**config.mk**
```make
export PLATFORM = sky130hd
export DESIGN_NAME = dmem_arbiter
export DESIGN_NICKNAME = d
export VERILOG_FILES = /design/src/rtl/dmem_arbiter.sv
export SDC_FILE = /design/constraint.sdc
export NUM_CORES = 1
export LEC_CHECK = 0
export ABC_AREA = 1
export CAP_MARGIN = 20
export CORE_MARGIN = 2
export CORE_UTILIZATION = 35
export CTS_CLUSTER_DIAMETER = 200
export DETAILED_ROUTE_END_ITERATION = 10
export PLACE_DENSITY = 0.77
export SLEW_MARGIN = 20
export SYNTH_ARGS = -nofsm -noshare
export SYNTH_HDL_FRONTEND = slang
export SYNTH_SLANG_ARGS = --single-unit
```
**constraint.sdc**
```tcl
create_clock -name clock -period 5.9 [get_ports clock]
set_input_delay 1.18 -clock clock [delete_from_list [all_inputs] [get_ports clock]]
set_output_delay 1.18 -clock clock [all_outputs]
set_load 0.005 [all_outputs]
```
**src/rtl/dmem_arbiter.sv**
```systemverilog
// Two-port round-robin arbiter and 3-cycle access sequencer for the data memory.
// Optional build macro DMEM_ARB_MISALIGN_CHECK_EN enables the alignment error check.
module dmem_arbiter #(
    parameter int   DEPTH   = 32,
    parameter logic RR_INIT = 1'b1
) (
    input  logic        clock,
    input  logic        reset,
    input  logic [1:0]  req_i,
    input  logic [1:0]  we_i,
    input  logic [31:0] addr0_i,
    input  logic [31:0] addr1_i,
    input  logic [31:0] wdata0_i,
    input  logic [31:0] wdata1_i,
    input  logic [2:0]  size0_i,
    input  logic [2:0]  size1_i,
    output logic [1:0]  gnt_o,
    output logic [1:0]  rvalid_o,
    output logic        err_o,
    output logic [31:0] rdata_o,
    output logic        mem_wr,
    output logic [31:0] addr_mem,
    output logic [31:0] wdata_mem,
    output logic [2:0]  rd_wr_mem,
    input  logic [31:0] mem_rdata
);

    typedef enum logic [1:0] {IDLE = 2'd0, ACCESS = 2'd1, RESP = 2'd2} state_t;

    typedef struct packed {
        logic        we;
        logic [31:0] addr;
        logic [31:0] wdata;
        logic [2:0]  size;
    } mreq_t;

    // Illegal codes collapse to byte access so the memory never sees them.
    function automatic logic [2:0] norm_size(input logic [2:0] s);
        case (s)
            3'b000, 3'b001, 3'b010, 3'b100, 3'b101: norm_size = s;
            default:                                norm_size = 3'b000;
        endcase
    endfunction

    state_t      state, state_nxt;
    mreq_t       req_q, req_sel;
    logic        ptr, owner, win;
    logic [2:0]  nbytes;
    logic [32:0] end_addr;
    logic        range_err, mis_err, acc_err;

    always_comb begin
        win     = (req_i == 2'b11) ? ~ptr : req_i[1];
        req_sel = win ? '{we_i[1], addr1_i, wdata1_i, norm_size(size1_i)}
                      : '{we_i[0], addr0_i, wdata0_i, norm_size(size0_i)};
    end

    always_comb begin
        case (req_q.size[1:0])
            2'b00:   nbytes = 3'd1;
            2'b01:   nbytes = 3'd2;
            default: nbytes = 3'd4;
        endcase
        // 33-bit sum so addresses near 2^32 cannot wrap into range.
        end_addr  = {1'b0, req_q.addr} + {30'd0, nbytes};
        range_err = end_addr > 33'(DEPTH);
`ifdef DMEM_ARB_MISALIGN_CHECK_EN
        mis_err = ((req_q.size[1:0] == 2'b01) && req_q.addr[0]) ||
                  ((req_q.size == 3'b010) && (req_q.addr[1:0] != 2'b00));
`else
        mis_err = 1'b0;
`endif
        acc_err = range_err | mis_err;
    end

    always_comb begin
        state_nxt = state;
        case (state)
            IDLE:    if (|req_i) state_nxt = ACCESS;
            ACCESS:  state_nxt = RESP;
            RESP:    state_nxt = IDLE;
            default: state_nxt = IDLE;
        endcase
    end

    // Memory port is only driven during ACCESS; reset clears state so mem_wr drops at once.
    always_comb begin
        mem_wr    = 1'b0;
        addr_mem  = 32'd0;
        wdata_mem = 32'd0;
        rd_wr_mem = 3'b010;
        if (state == ACCESS) begin
            mem_wr    = req_q.we & ~acc_err;
            addr_mem  = req_q.addr;
            wdata_mem = req_q.wdata;
            rd_wr_mem = req_q.size;
        end
    end

    always_ff @(posedge clock or negedge reset) begin
        if (!reset) begin
            state    <= IDLE;
            ptr      <= RR_INIT;
            owner    <= 1'b0;
            req_q    <= '0;
            gnt_o    <= 2'b00;
            rvalid_o <= 2'b00;
            err_o    <= 1'b0;
            rdata_o  <= 32'd0;
        end else begin
            state    <= state_nxt;
            gnt_o    <= 2'b00;
            rvalid_o <= 2'b00;
            case (state)
                IDLE: if (|req_i) begin
                    req_q <= req_sel;
                    owner <= win;
                    ptr   <= win;
                    gnt_o <= win ? 2'b10 : 2'b01;
                end
                ACCESS: begin
                    err_o    <= acc_err;
                    rdata_o  <= (!req_q.we && !acc_err) ? mem_rdata : 32'd0;
                    rvalid_o <= owner ? 2'b10 : 2'b01;
                end
                default: ;
            endcase
        end
    end

endmodule

```
==> flow_summary.ini <==
[run_status]
status = finished clean

[pwr]
p_total_uw = 3760
p_per_area_nw_per_um2 = 386
ir_drop_mv = 0.333
cellLeakagePower_uw = 0.00445

[timing]
rsz0062_at_grt = no
skew_ns = 0.0179
maxClockFrequency_ghz = 0.205
maxSlewHeadroom_pct = 33.2
finalSetupViolations = 0
tns_ns = 0
period_minus_slack_ns = 4.87
tightest_slew_ns = 1.00
maxSlewViolCount = 0
hold_viol_final = 0
fin_crit_sh_pct = 82.5

[clocking]
cts_setup_buffers = 0
cts-resized-gates = 0
htree_num_levels = 3
cts_made_buffers = 9
cts-hold-fix-buffers = 0
root_buffer = clkbuf_16
cts_tree = yes
clkSinkCount = 109
clk_path_buf_depth = 2
clk_latency_ns = 0.36
clkTransAtPathRegs_ns = 0.08

[placement]
io_buffer_count = 276
hpwl_um = 16300
postPlaceCellArea_sq_um = 9430
gp_congestion = 0.922
dp.cells = 1415

[setup_path]
path_cells = nor2_1 > ha_1 > fa_1 > nand3_1 > nand2_2 > nand2_4 > nor2_8 > nand2_2 > nand2_1 > nand3_1 > nor2_1 > nand2_1 > nor2_4 > buf_4 > inv_1 > nor3_1 > clkdlybuf4s50_1
cp-end-kind = primary output
crit_required_ns = 4.72
cp_num_buf_inv = 3
worst_setup_path_start_kind = flip-flop
slowest_stage = clkdlybuf4s50_1
critPathArrivalTime_ns = 3.69
critPathKind = flip-flop to primary output
crit_family = simple AND/OR/NAND/NOR gates
cp_slowest_stage_delay_ns = 0.56
crit_fanout = 33

[floorplanning]
die-area_sq_um = 19800
die_h_um = 141
ios = 277
fp.dieW_um = 141
row_count = 50
start_util_pct = 35.4
fp.coreArea_sq_um = 18500

[layout]
fillers = 1773
final_nets = 1369
drive_gt1_share_pct = 4.67
syn2layout_area_growth_pct = 48.9
stdcell_count = 1432
diodes = 0
fin_area_sq_um = 9760

[yosys]
syn-instance-count = 947
ys.flop_type = dfrtp_1
syn-num-nets = 1123
synth_common_cells = nand2_1 (255), nor2_1 (172), inv_1 (123)
synthTopCellsByArea = dfrtp_1 (41%), nand2_1 (15%), nor2_1 (9.9%), inv_1 (7.0%), o211ai_1 (4.5%)
yosys_register_bits = 109
synth_top_cell_by_area = dfrtp_1
ys_warn_count = 0
syn-cell-area_sq_um = 6550
synthArstFlopShare_pct = 100
yosysMostFrequentCell = nand2_1
synth-edff-count = 0
yosysTopAreaCellShare_pct = 41.3
yosys.cell_types.count = 32
ys_seq_area_share_pct = 41.7
avgSynthCellArea_sq_um = 6.92

[detailed_routing]
routed_via_density = 4.89
route.detailed.drc = 0
first_iter_violations = 268
num_vias = 7005
ant_nets = 0
avgRoutedWirePerCell_um = 15.4
first_pass_iters = 5
routed_wl_um = 22000

[global_route]
gr-usage-all-layers_pct = 22.2
overflow = 0
grt_pass1_wl_um = 35000
grt_max_degree = 58
grt_pass1_vias = 6936
antenna_found_initial = 0

[worst_hold_path]
hold_path_class = flip-flop to flip-flop

[flow_run]
maxCapViolations = 0
[cells by family (layout without fill, tap and decap cells)]
| kind of cell | count (synthesis) | count (layout) | synth area share (%) |
|---|---|---|---|
| flip-flops | 109 | 109 | 41.7 |
| XOR/XNOR | 4 | 4 | 0.535 |
| buffers and inverters | 179 | 430 | 11.1 |
| AND/OR/NAND/NOR | 539 | 539 | 35.1 |
| AO/OA/AOI/OAI | 112 | 112 | 10.6 |
| adder cells (fa/ha/maj) | 4 | 4 | 0.879 |
[flip-flops by register name (all words and copies together), names as in the netlist]
| name | count |
|---|---|
| rdata_o | 32 |
| err_o | 1 |
| ptr | 1 |
| gnt_o | 2 |
| state | 2 |
| req_q | 68 |
| owner | 1 |
| rvalid_o | 2 |
[cells in the final DEF, fill, tap and decap left out, drive strengths merged]
cell,count
xor2,4
or2,1
dfstp,1
buf,9
a31oi,2
fa,1
clkinv,6
o21ai,42
o211ai,39
ha,3
nor2,185
nand3,35
inv,128
nand3b,1
nor3,8
a21oi,2
nand2,264
a211o,1
nand4,45
o22ai,26
clkbuf,11
clkdlybuf4s50,275
bufinv,1
dfrtp,108
[where the power goes]
| part | switching, uW | internal [uW] | leakage, uW | total (uW) |
|---|---|---|---|---|
| registers | 187 | 1000 | 0.00139 | 1190 |
| logic | 1130 | 796 | 0.00291 | 1930 |
| clock network | 296 | 347 | 0.000152 | 643 |
| total | 1620 | 2150 | 0.00445 | 3760 |
[layout make-up]
cell class | instances | area, sq um | area share (%)
Sequential cell | 109 | 2730 | 28.0
Inverter | 130 | 489 | 5.01
Clock inverter | 5 | 67.6 | 0.693
Clock buffer | 11 | 243 | 2.49
Multi-Input combinational cell | 659 | 3110 | 31.8
Timing Repair Buffer | 284 | 2830 | 29.0
Tap cell | 234 | 293 | 3.00
[routing by layer]
| layer | GRT usage [%] | wire (um) |
|---|---|---|
| met3 | 6.11 | 1640 |
| met4 | 7.63 | 665 |
| met2 | 37.0 | 10300 |
| met5 | 0 | 0 |
| met1 | 27.7 | 9410 |
[metrics by stage]
stage | setup slack (ns) | hold slack [ns] | utilization, %
2_1_floorplan | 2.57 | 0.403 | -
3_3_place_gp | 1.47 | 0.408 | 50.9
3_5_place_dp | 1.39 | 0.419 | 50.9
4_1_cts | 0.998 | 0.426 | 52.6
5_1_grt | 0.676 | 0.450 | 52.7
6_report | 1.03 | 0.428 | 52.7
[worst paths after layout]
check	cells past startpoint	to	slack (ns)	startpoint
max	17	mem_wr	1.03	req_q[1]
min	1	rvalid_o[0]	0.43	owner
max reg2reg	16	rdata_o[24]	2.76	req_q[1]
min reg2reg	1	rvalid_o[0]	0.43	owner
max in group asynchronous	2	req_q[61]	3.81	reset
min in group asynchronous	1	req_q[22]	0.88	reset
No activity file was read; power rests on OpenSTA's default activity.
